`src/rtl/mc_pkg.sv`:
```
// mc_pkg: shared definitions for the multi-cycle MIPS main controller.
//   - state_t        : FSM state encodings (also exported on the debug port)
//   - OP_*           : instruction opcodes (IR[31:26]) understood by the FSM
//   - ALUOP_*        : aluop encodings (aluctr convention)
//   - SRCB_*         : aluSrcB mux selects
//   - PCSRC_*        : pcSource mux selects
//   - CAUSE_*        : trapCause codes
//   - is_mem_state() : true for states that own a memory request
package mc_pkg;

  typedef enum logic [3:0] {
    ST_START  = 4'd0,
    ST_FETCH  = 4'd1,
    ST_DECODE = 4'd2,
    ST_MEMADR = 4'd3,
    ST_MEMRD  = 4'd4,
    ST_MEMWB  = 4'd5,
    ST_MEMWR  = 4'd6,
    ST_EXEC   = 4'd7,
    ST_RWB    = 4'd8,
    ST_BRANCH = 4'd9,
    ST_JUMP   = 4'd10,
    ST_ADDIEX = 4'd11,
    ST_ADDIWB = 4'd12,
    ST_TRAP   = 4'd13
  } state_t;

  localparam logic [5:0] OP_RTYPE = 6'b000000;
  localparam logic [5:0] OP_LW    = 6'b100011;
  localparam logic [5:0] OP_SW    = 6'b101011;
  localparam logic [5:0] OP_BEQ   = 6'b000100;
  localparam logic [5:0] OP_J     = 6'b000010;
  localparam logic [5:0] OP_ADDI  = 6'b001000;

  localparam logic [1:0] ALUOP_ADD   = 2'b00;
  localparam logic [1:0] ALUOP_SUB   = 2'b01;
  localparam logic [1:0] ALUOP_FUNCT = 2'b10;

  localparam logic [1:0] SRCB_B      = 2'b00;
  localparam logic [1:0] SRCB_FOUR   = 2'b01;
  localparam logic [1:0] SRCB_IMM    = 2'b10;
  localparam logic [1:0] SRCB_IMMSH2 = 2'b11;

  localparam logic [1:0] PCSRC_ALU    = 2'b00;
  localparam logic [1:0] PCSRC_ALUOUT = 2'b01;
  localparam logic [1:0] PCSRC_JUMP   = 2'b10;

  localparam logic [1:0] CAUSE_NONE    = 2'b00;
  localparam logic [1:0] CAUSE_ILLEGAL = 2'b01;
  localparam logic [1:0] CAUSE_TIMEOUT = 2'b10;

  // States that hold memReq high and wait for memAck.
  function automatic logic is_mem_state(input state_t s);
    logic r;
    case (s)
      ST_FETCH, ST_MEMRD, ST_MEMWR: r = 1'b1;
      default:                      r = 1'b0;
    endcase
    return r;
  endfunction

endpackage

```
`src/rtl/mc_if.sv`:
```
// mc_if: control bundle between mc_ctrl and the datapath / memory.
//   master (controller): inputs opCode, memAck; drives every control,
//                        status and debug output.
//   slave  (datapath)  : the mirror image.
// Parameter CNT_W sizes instCount.
interface mc_if #(parameter int CNT_W = 32) ();

  logic [5:0]       opCode;
  logic             memAck;
  logic             memReq;
  logic             memRead;
  logic             memWrite;
  logic             iorD;
  logic             irWrite;
  logic             pcWrite;
  logic             pcWriteCond;
  logic [1:0]       pcSource;
  logic             aluSrcA;
  logic [1:0]       aluSrcB;
  logic [1:0]       aluop;
  logic             regDst;
  logic             memToReg;
  logic             regWrite;
  logic             trap;
  logic [1:0]       trapCause;
  logic [3:0]       state;
  logic [CNT_W-1:0] instCount;

  modport master (
    input  opCode, memAck,
    output memReq, memRead, memWrite, iorD, irWrite, pcWrite, pcWriteCond,
           pcSource, aluSrcA, aluSrcB, aluop, regDst, memToReg, regWrite,
           trap, trapCause, state, instCount
  );

  modport slave (
    output opCode, memAck,
    input  memReq, memRead, memWrite, iorD, irWrite, pcWrite, pcWriteCond,
           pcSource, aluSrcA, aluSrcB, aluop, regDst, memToReg, regWrite,
           trap, trapCause, state, instCount
  );

endinterface

```
`src/rtl/mc_memwait.sv`:
```
// mc_memwait: bounded wait on the memory acknowledge.
//   clkin, reset : clock, asynchronous active-low reset
//   inMemState   : FSM currently sits in a memory state
//   memAck       : memory acknowledge this cycle
//   stateEntry   : FSM enters a memory state on the next edge
//   timeout      : this is the last allowed cycle and memAck is still low
// ACK_TIMEOUT = 0 disables the timeout.
module mc_memwait #(
  parameter int ACK_TIMEOUT = 16
) (
  input  logic clkin,
  input  logic reset,
  input  logic inMemState,
  input  logic memAck,
  input  logic stateEntry,
  output logic timeout
);

  localparam int CW = (ACK_TIMEOUT > 2) ? $clog2(ACK_TIMEOUT) : 1;
  localparam logic [CW-1:0] CNT_MAX = {CW{1'b1}};
  localparam logic [CW-1:0] CNT_ONE = CW'(1);
  // Counter value on the final permitted wait cycle.
  localparam logic [CW-1:0] LIMIT = (ACK_TIMEOUT > 0) ? CW'(ACK_TIMEOUT - 1) : CNT_MAX;

  logic [CW-1:0] wait_cnt_q;
  logic [CW-1:0] wait_cnt_d;

  // Next count: restart on entry, otherwise count unacknowledged cycles (saturating).
  always_comb begin
    wait_cnt_d = wait_cnt_q;
    if (stateEntry) begin
      wait_cnt_d = {CW{1'b0}};
    end else if (inMemState && !memAck && (wait_cnt_q != CNT_MAX)) begin
      wait_cnt_d = wait_cnt_q + CNT_ONE;
    end else begin
      wait_cnt_d = wait_cnt_q;
    end
  end

  // Wait counter register.
  always_ff @(posedge clkin or negedge reset) begin
    if (!reset) begin
      wait_cnt_q <= {CW{1'b0}};
    end else begin
      wait_cnt_q <= wait_cnt_d;
    end
  end

  // An ack on the limit cycle wins, so the timeout is gated by !memAck.
  assign timeout = (ACK_TIMEOUT != 0) && inMemState && !memAck && (wait_cnt_q == LIMIT);

endmodule

```
`src/rtl/mc_ctrl.sv`:
```
// mc_ctrl: multi-cycle main controller for the MIPS core.
//   clkin, reset : clock, asynchronous active-low reset
//   bus (master) : opCode/memAck in; memory handshake, PC/IR/regfile/ALU
//                  mux and enable controls, trap status, debug state and
//                  retired-instruction count out.
// Controls are decoded from the state register alone, except irWrite and
// pcWrite in FETCH which follow memAck, so a reset drops them immediately.
module mc_ctrl
  import mc_pkg::*;
#(
  parameter int ACK_TIMEOUT = 16,
  parameter int CNT_W       = 32
) (
  input  logic clkin,
  input  logic reset,
  mc_if.master bus
);

  state_t           state_q, state_d;
  logic [1:0]       trap_cause_q, trap_cause_d;
  logic [CNT_W-1:0] inst_count_q, inst_count_d;
  logic             timeout_s;
  logic             in_mem_s;
  logic             entry_s;

  assign in_mem_s = is_mem_state(state_q);
  assign entry_s  = is_mem_state(state_d) && (state_d != state_q);

  mc_memwait #(.ACK_TIMEOUT(ACK_TIMEOUT)) u_memwait (
    .clkin      (clkin),
    .reset      (reset),
    .inMemState (in_mem_s),
    .memAck     (bus.memAck),
    .stateEntry (entry_s),
    .timeout    (timeout_s)
  );

  // Next state, trap cause and retire count.
  always_comb begin
    state_d      = state_q;
    trap_cause_d = trap_cause_q;
    inst_count_d = inst_count_q;
    case (state_q)
      ST_START: state_d = ST_FETCH;
      ST_FETCH: begin
        if (bus.memAck) begin
          state_d      = ST_DECODE;
          inst_count_d = inst_count_q + CNT_W'(1);
        end else if (timeout_s) begin
          state_d      = ST_TRAP;
          trap_cause_d = CAUSE_TIMEOUT;
        end else begin
          state_d = ST_FETCH;
        end
      end
      ST_DECODE: begin
        case (bus.opCode)
          OP_RTYPE:     state_d = ST_EXEC;
          OP_LW, OP_SW: state_d = ST_MEMADR;
          OP_BEQ:       state_d = ST_BRANCH;
          OP_J:         state_d = ST_JUMP;
          OP_ADDI:      state_d = ST_ADDIEX;
          default: begin
            state_d      = ST_TRAP;
            trap_cause_d = CAUSE_ILLEGAL;
          end
        endcase
      end
      ST_MEMADR: begin
        if (bus.opCode == OP_SW) begin
          state_d = ST_MEMWR;
        end else begin
          state_d = ST_MEMRD;
        end
      end
      ST_MEMRD, ST_MEMWR: begin
        if (bus.memAck) begin
          state_d = (state_q == ST_MEMRD) ? ST_MEMWB : ST_FETCH;
        end else if (timeout_s) begin
          state_d      = ST_TRAP;
          trap_cause_d = CAUSE_TIMEOUT;
        end else begin
          state_d = state_q;
        end
      end
      ST_EXEC:   state_d = ST_RWB;
      ST_ADDIEX: state_d = ST_ADDIWB;
      ST_MEMWB, ST_RWB, ST_BRANCH, ST_JUMP, ST_ADDIWB: state_d = ST_FETCH;
      ST_TRAP:   state_d = ST_TRAP;
      // Unreachable encodings restart the instruction sequence cleanly.
      default:   state_d = ST_START;
    endcase
  end

  // State, trap cause and retire count registers.
  always_ff @(posedge clkin or negedge reset) begin
    if (!reset) begin
      state_q      <= ST_START;
      trap_cause_q <= CAUSE_NONE;
      inst_count_q <= {CNT_W{1'b0}};
    end else begin
      state_q      <= state_d;
      trap_cause_q <= trap_cause_d;
      inst_count_q <= inst_count_d;
    end
  end

  // Control decode from the current state.
  always_comb begin
    bus.memReq      = 1'b0;
    bus.memRead     = 1'b0;
    bus.memWrite    = 1'b0;
    bus.iorD        = 1'b0;
    bus.irWrite     = 1'b0;
    bus.pcWrite     = 1'b0;
    bus.pcWriteCond = 1'b0;
    bus.pcSource    = PCSRC_ALU;
    bus.aluSrcA     = 1'b0;
    bus.aluSrcB     = SRCB_B;
    bus.aluop       = ALUOP_ADD;
    bus.regDst      = 1'b0;
    bus.memToReg    = 1'b0;
    bus.regWrite    = 1'b0;
    bus.trap        = 1'b0;
    case (state_q)
      ST_FETCH: begin
        bus.memReq  = 1'b1;
        bus.memRead = 1'b1;
        bus.aluSrcB = SRCB_FOUR;
        bus.irWrite = bus.memAck;
        bus.pcWrite = bus.memAck;
      end
      ST_DECODE: bus.aluSrcB = SRCB_IMMSH2;
      ST_MEMADR, ST_ADDIEX: begin
        bus.aluSrcA = 1'b1;
        bus.aluSrcB = SRCB_IMM;
      end
      ST_MEMRD: begin
        bus.memReq  = 1'b1;
        bus.memRead = 1'b1;
        bus.iorD    = 1'b1;
      end
      ST_MEMWB: begin
        bus.regWrite = 1'b1;
        bus.memToReg = 1'b1;
      end
      ST_MEMWR: begin
        bus.memReq   = 1'b1;
        bus.memWrite = 1'b1;
        bus.iorD     = 1'b1;
      end
      ST_EXEC: begin
        bus.aluSrcA = 1'b1;
        bus.aluop   = ALUOP_FUNCT;
      end
      ST_RWB: begin
        bus.regWrite = 1'b1;
        bus.regDst   = 1'b1;
      end
      ST_BRANCH: begin
        bus.aluSrcA     = 1'b1;
        bus.aluop       = ALUOP_SUB;
        bus.pcWriteCond = 1'b1;
        bus.pcSource    = PCSRC_ALUOUT;
      end
      ST_JUMP: begin
        bus.pcWrite  = 1'b1;
        bus.pcSource = PCSRC_JUMP;
      end
      ST_ADDIWB: bus.regWrite = 1'b1;
      ST_TRAP:   bus.trap     = 1'b1;
      default:   bus.trap     = 1'b0;
    endcase
  end

  assign bus.state     = state_q;
  assign bus.trapCause = trap_cause_q;
  assign bus.instCount = inst_count_q;

endmodule

```
`src/flat_wrapper.sv`:
```
// flat-port wrapper written by rule: the top's interface ports become plain ports
module mc_ctrl_flat import mc_pkg::*;
#(
  parameter int ACK_TIMEOUT = 16,
  parameter int CNT_W       = 32
)
  (clkin, reset, bus_opCode, bus_memAck, bus_memReq, bus_memRead, bus_memWrite, bus_iorD, bus_irWrite, bus_pcWrite, bus_pcWriteCond, bus_pcSource, bus_aluSrcA, bus_aluSrcB, bus_aluop, bus_regDst, bus_memToReg, bus_regWrite, bus_trap, bus_trapCause, bus_state, bus_instCount);
  mc_if #(.CNT_W(CNT_W)) bus_i ();
  input  logic clkin;
  input  logic reset;
  input wire logic [$bits(bus_i.opCode)-1:0] bus_opCode;
  input wire logic [$bits(bus_i.memAck)-1:0] bus_memAck;
  output wire logic [$bits(bus_i.memReq)-1:0] bus_memReq;
  output wire logic [$bits(bus_i.memRead)-1:0] bus_memRead;
  output wire logic [$bits(bus_i.memWrite)-1:0] bus_memWrite;
  output wire logic [$bits(bus_i.iorD)-1:0] bus_iorD;
  output wire logic [$bits(bus_i.irWrite)-1:0] bus_irWrite;
  output wire logic [$bits(bus_i.pcWrite)-1:0] bus_pcWrite;
  output wire logic [$bits(bus_i.pcWriteCond)-1:0] bus_pcWriteCond;
  output wire logic [$bits(bus_i.pcSource)-1:0] bus_pcSource;
  output wire logic [$bits(bus_i.aluSrcA)-1:0] bus_aluSrcA;
  output wire logic [$bits(bus_i.aluSrcB)-1:0] bus_aluSrcB;
  output wire logic [$bits(bus_i.aluop)-1:0] bus_aluop;
  output wire logic [$bits(bus_i.regDst)-1:0] bus_regDst;
  output wire logic [$bits(bus_i.memToReg)-1:0] bus_memToReg;
  output wire logic [$bits(bus_i.regWrite)-1:0] bus_regWrite;
  output wire logic [$bits(bus_i.trap)-1:0] bus_trap;
  output wire logic [$bits(bus_i.trapCause)-1:0] bus_trapCause;
  output wire logic [$bits(bus_i.state)-1:0] bus_state;
  output wire logic [$bits(bus_i.instCount)-1:0] bus_instCount;
  assign bus_i.opCode = bus_opCode;
  assign bus_i.memAck = bus_memAck;
  assign bus_memReq = bus_i.memReq;
  assign bus_memRead = bus_i.memRead;
  assign bus_memWrite = bus_i.memWrite;
  assign bus_iorD = bus_i.iorD;
  assign bus_irWrite = bus_i.irWrite;
  assign bus_pcWrite = bus_i.pcWrite;
  assign bus_pcWriteCond = bus_i.pcWriteCond;
  assign bus_pcSource = bus_i.pcSource;
  assign bus_aluSrcA = bus_i.aluSrcA;
  assign bus_aluSrcB = bus_i.aluSrcB;
  assign bus_aluop = bus_i.aluop;
  assign bus_regDst = bus_i.regDst;
  assign bus_memToReg = bus_i.memToReg;
  assign bus_regWrite = bus_i.regWrite;
  assign bus_trap = bus_i.trap;
  assign bus_trapCause = bus_i.trapCause;
  assign bus_state = bus_i.state;
  assign bus_instCount = bus_i.instCount;
  mc_ctrl #(.ACK_TIMEOUT(ACK_TIMEOUT), .CNT_W(CNT_W)) u_core (.clkin(clkin), .reset(reset), .bus(bus_i));
endmodule
```
`config.mk`:
```
export PLATFORM = sky130hd
export DESIGN_NAME = mc_ctrl_flat
export DESIGN_NICKNAME = d
export VERILOG_FILES = /design/src/rtl/mc_pkg.sv /design/src/rtl/mc_if.sv /design/src/rtl/mc_memwait.sv /design/src/rtl/mc_ctrl.sv /design/src/flat_wrapper.sv
export SDC_FILE = /design/constraint.sdc
export NUM_CORES = 1
export LEC_CHECK = 0
export CAP_MARGIN = 15
export CORE_UTILIZATION = 54
export CTS_BUF_LIST = sky130_fd_sc_hd__clkbuf_8
export DETAILED_ROUTE_END_ITERATION = 10
export PLACE_DENSITY = 0.92
export SLEW_MARGIN = 20
export SYNTH_ARGS = -nofsm -noshare
export SYNTH_HDL_FRONTEND = slang
export SYNTH_SLANG_ARGS = --single-unit
```
`constraint.sdc`:
```
create_clock -name clkin -period 6.7 [get_ports clkin]
set_clock_uncertainty 0.15 [all_clocks]
set_input_delay 0.67 -clock clkin [delete_from_list [all_inputs] [get_ports clkin]]
set_output_delay 0.67 -clock clkin [all_outputs]
set_load 0.03 [all_outputs]
```
After elaboration in Yosys (flattened, before gate mapping) --
Index checks and enable logic that the tools add are counted.
Word-level totals: bits in registers 42, bits in latches 0, memory bits (writable) 0, bits in read-only memories 0, input port bits 9, logic and storage cells 84, memories 0
Cells by class: $add $sub $neg 2, $mul 0, divide/modulo/power cells 0, $lt $le $gt $ge 0, equal/unequal tests 27, shift-type cells 0, muxes and demuxes 30, bitwise operators 0, reductions and logical operators 21
Operators with widths (number):
- $add 32x1->32 const B | 1
- $pmux 4 s8 | 1
- $eq 4x4->1 const B | 7
- $eq 4x3->1 const B | 6
- $mux 4 | 6
- $pmux 4 s5 | 1
- $eq 6x6->1 const B | 2
- $mux 1 | 12
- $pmux 2 s2 | 3
- $reduce_or 6->1 | 2
- $reduce_or 3->1 | 3
- $eq 4x1->1 const B | 2
- $eq 4x2->1 const B | 2
- $mux 2 | 4
- $reduce_or 2->1 | 4
- $eq 6x2->1 const B | 1
- $eq 6x3->1 const B | 1
- $eq 6x4->1 const B | 1
- $logic_not 6->1 | 1
- $pmux 2 s3 | 1
- $add 4x1->4 const B | 1
- $logic_and 1x1->1 | 4
- $logic_not 4->1 | 1
- $ne 2x2->1 const B | 2
- other kinds (10) | 11

Depth between registers and ports, before layout --
word-level depth 13, mapped depth 8, gate-level depth less buffers 7

By module --
From an unflattened synthesis, not the netlist that was laid out.
Second synthesis, totals: cell total of the unflattened synthesis 247, area total of the unflattened synthesis 2376.0 µm²
Modules (own cells, without submodules):
- mc_ctrl | instances 1, cells an instance 223, area an instance 2127.0 µm², seq. area each 950.9 µm²
- mc_memwait | instances 1, cells an instance 24, area an instance 249.0 µm², seq. area each 100.1 µm²

Worst setup path before layout --
OpenSTA, ideal clock, no wires.
kind register to register, from register u_core.state_q[0], in the netlist u_core.bus.state[0], to register u_core.u_memwait.wait_cnt_q[0], library setup time 77 ps, data arrival time 2718 ps, data required time 6473 ps, path slack 3754 ps, stages on the path, launching flop included 8, cell sequence dfrtp_1 buf_2 nor3b_1 a32oi_1 a32oi_1 nor4_1 or4_4 a21oi_1
On the way: longest elaborated chain between the ends 13, elaborated cells between the ends (all ways) 36, classes of those cells 17 x eq/ne; 9 x mux; 10 x reduce/logical
RTL lines:
- from (decl) | line mc_ctrl.sv:19 | state_t state_q, state_d;
- from (signal assigned) | line mc_ctrl.sv:102 | state_q <= state_d;
- $eq 4x3->1 (tied with other cells) | line mc_pkg.sv:55, mc_ctrl.sv:43
- $reduce_or 3->1 (no source line)
- $mux 1 | line mc_pkg.sv:55 | case (s)
- $logic_and 1x1->1 | line mc_memwait.sv:33, mc_memwait.sv:50
- $logic_and 1x1->1 | line mc_memwait.sv:50 | assign timeout = (ACK_TIMEOUT != 0) && inMemState && !memAck && (wait_cnt_q == LIMIT);
- $mux 4, on equally long branches | line mc_ctrl.sv:79, mc_ctrl.sv:49
- $mux 4, on equally long branches | line mc_ctrl.sv:77, mc_ctrl.sv:46
- $pmux 4 s8 | line mc_ctrl.sv:43 | case (state_q)
- $eq 4x1->1 / $eq 4x3->1 (equally long branches) | line mc_pkg.sv:55
- $reduce_or 3->1 | line mc_pkg.sv:55
- $mux 1 | line mc_pkg.sv:55
- $logic_and 1x1->1 | line mc_ctrl.sv:27 | assign entry_s = is_mem_state(state_d) && (state_d != state_q);
- $mux 4 / $reduce_bool 2->1 (equally long branches)
- to (signal assigned) | line mc_memwait.sv:43 | wait_cnt_q <= {CW{1'b0}};
- to (signal assigned) | line mc_memwait.sv:45 | wait_cnt_q <= wait_cnt_d;
- to (decl) | line mc_memwait.sv:25 | logic [CW-1:0] wait_cnt_q;
Parallel ways exist; a longest one is shown, timed or not. A chain may end at the register's enable or synchronous reset.

Worst setup path in the final report --
from register u_core.state_q[2], in the netlist u_core.bus.state[2], to output bus_memReq
On the way: longest elaborated chain between the ends 3, elaborated cells between the ends (all ways) 5, classes of those cells 3 x eq/ne; 1 x mux; 1 x reduce/logical
RTL lines:
- $eq 4x3->1 / $eq 4x1->1 (equally long branches) | line mc_ctrl.sv:125 | case (state_q)
- $reduce_or 3->1 (no source line) *
- $mux 1 * | line mc_ctrl.sv:125
- to (decl) | line flat_wrapper.sv:13 | output wire logic [$bits(bus_i.memReq)-1:0] bus_memReq;
Every way passes the cells marked *; elsewhere a longest branch is shown, timed or not.

==> results.cfg <==
[run_status]
status = completed

[routing]
wl_um = 5480
via_count = 2040
avgViaCountPerCell = 5.83
detail-route-antenna-nets = 0
drt-initial-drc-count = 142
drt-pass1-iter-count = 5
drc = 0
wl_per_cell_um = 15.7

[worst_setup_path]
crit_buf_inv = 1
startpoint_type = flip-flop
critical_path.max_fanout = 22
critPathKind = flip-flop to primary output
rr_startpoint = u_core.bus.state[1]$_DFF_PN0_
slowest_stage = dfrtp_1
worstPathArrival_ns = 2.59
slowest_delay_ns = 0.78
critPathTopFamily = flip-flops
crit_path_start = u_core.bus.state[2]$_DFF_PN0_
cp_data_required_time_ns = 5.88
crit_path_end_kind = primary output
crit_path_cell_trace = nand2b_1 > o22ai_1 > clkdlybuf4s50_1

[clock_network]
clk_latency_ns = 0.29
cts_sinks = 42
cts-root-buf = clkbuf_8
cts_tree = yes
hold_buffers = 0
h-tree-depth = 2
cts_resized = 0
numCtsBuffers = 5
clkSlewWorstSetupHoldPaths_ns = 0.08
cts_setup_buffers = 0
cts.path.max_buffers = 2

[yosys]
syn_area_mm2 = 0.00238
ys_seq_area_share_pct = 44.2
synth_edf_count = 0
synth_most_common_cell = dfrtp_1
ys_seq_elements = 42
synth_nets = 249
ys_warn_count = 0
yosysTopAreaCellShare_pct = 44.2
ys.flop_type = dfrtp_1
yosys-top-cells-area = dfrtp_1 44%, xnor2_1 9.6%, xor2_1 4.1%
async_flop_share_pct = 100
synth_top_cell_by_area = dfrtp_1
syn_area_per_cell_um2 = 9.99
synthTopCellsByCount = 42 x dfrtp_1, 26 x xnor2_1, 18 x nand2_1
syn_inst = 238
synth.distinct_cells = 55

[die]
die_h_um = 68.4
num_rows = 23
die_x_um = 68.4
start_util_pct = 57.8
die_area_mm2 = 0.00467
core_region_area_mm2 = 0.00412
ioPinCount = 65

[timing]
rsz0062_at_grt = no
slew_violations = 0
relSlewSlack_pct = 40.4
final_hold_viol_count = 0
setup_violations = 0
finalSetupTns_ns = 0
worst_slew_pin_slew_ns = 0.894
fin_crit_sh_pct = 50.9
min_period_ns = 3.41
fmaxAchievable_mhz = 293

[layout]
syn2layout_area_growth_pct = 33.0
fin_nets = 310
diodes = 0
drive_gt1_share_pct = 7.67
fillCellCount = 284
fin_util_pct = 76.8

[power]
peakVddDrop_uv = 246
power_density_mw_per_mm2 = 362
p_leak_nw = 1.30

[global_route]
antenna_found_initial = 0
grt_max_degree = 43
grt-ovfl-total = 0
grt_pass1_vias = 1850
track_usage_pct = 25.0
grt_pass1_wl_um = 8650

[placed_design]
hpwlAfterDp_um = 4100
place_congestion = 0.898
io_buffers = 64

[run]
drv_cap = 0

[worst_hold_path]
hold_class = input port to async pin
## power by group
part           internal, W  switching, W  total, W  leakage (nW)
Sequential        0.000285     0.0000797  0.000364         0.566
Clock             0.000149     0.0000873  0.000237        0.0683
Combinational     0.000227      0.000315  0.000542         0.669
Total             0.000661      0.000482   0.00114          1.30
## per-layer routing
metal,global-route usage [%],vias to the layer above,share of wire (%)
met5,0,-,0
li1,-,978,-
met3,5.17,9,4.6
met2,39.1,71,48
met1,34.5,982,46
met4,8.07,0,1.3
## worst register-to-register path: stages (launching register included)
cell and delay, ns:
dfrtp_1 0.75, nor4b_1 0.62, a32oi_1 0.29, or3b_2 0.53, a21oi_2 0.21, a21oi_1 0.10
## per-stage QoR
stage / area, um2 / worst slack (ns) / instances / hold WS, ns / power (W)
4_1_cts: 3160 / 3.32 / 350 / 0.338 / 0.00115
3_3_place_gp: 3020 / 3.40 / 342 / 0.321 / 0.000894
6_report: 3160 / 3.29 / 350 / 0.343 / 0.00114
3_5_place_dp: 3020 / 3.39 / 342 / 0.326 / 0.000911
5_1_grt: 3160 / 3.14 / 350 / 0.344 / 0.00121
2_1_floorplan: 2380 / 3.75 / 238 / 0.224 / 0.000729
## layout by cell type (no fill, tap or decap), types with 3 or more instances in the layout
master and n:
clkbuf_8 5, and4_1 3, clkdlybuf4s50_1 63, nor2_1 17, xor2_1 11, o21ai_0 5, nand2_1 18, nor3_1 6
nand3_1 14, inv_1 5, a21oi_1 11, nand2b_1 6, xnor2_1 26, nand4_1 8, and3_1 7, dfrtp_1 42
## path summary, 6_finish.rpt
path,cells past startpoint,slack [ns],endpoint
max in group asynchronous,1,5.49,u_core.bus.state[3]$_DFF_PN0_
max reg2reg,5,3.93,u_core.u_memwait.wait_cnt_q[0]$_DFFE_PN0P_
min in group clkin,1,0.35,u_core.bus.instCount[31]$_DFFE_PN0P_
max,3,3.29,bus_memReq
min reg2reg,1,0.35,u_core.bus.instCount[31]$_DFFE_PN0P_
min,1,0.34,u_core.bus.instCount[21]$_DFFE_PN0P_
## flip-flops by register name (all words and copies together) (netlist names)
register	cells
u_core.bus.state	4
u_core.u_memwait.wait_cnt_q	4
u_core.bus.instCount	32
u_core.bus.trapCause	2
## area by class of cell
cell class / count / area, um2 / area share, %
multi-input cells: 180 / 1250 / 39.6
flip-flops and latches: 42 / 1050 / 33.2
repair buffers: 64 / 636 / 20.1
clock buffers: 5 / 68.8 / 2.18
clock inverters: 3 / 68.8 / 2.18
well taps: 50 / 62.6 / 1.98
inverters: 6 / 22.5 / 0.712
## kinds of logic after synthesis
group / share of synthesized area, %
muxes: 1.32
adders and majority gates: 1.05
DFF: 44.2
xor gates and xnor gates: 13.6
and+or+nand+nor: 25.2
AOI/OAI and AO/OA: 11.5
buffers and inverters: 3.10
Note: power is estimated with default switching activity, not from simulation.
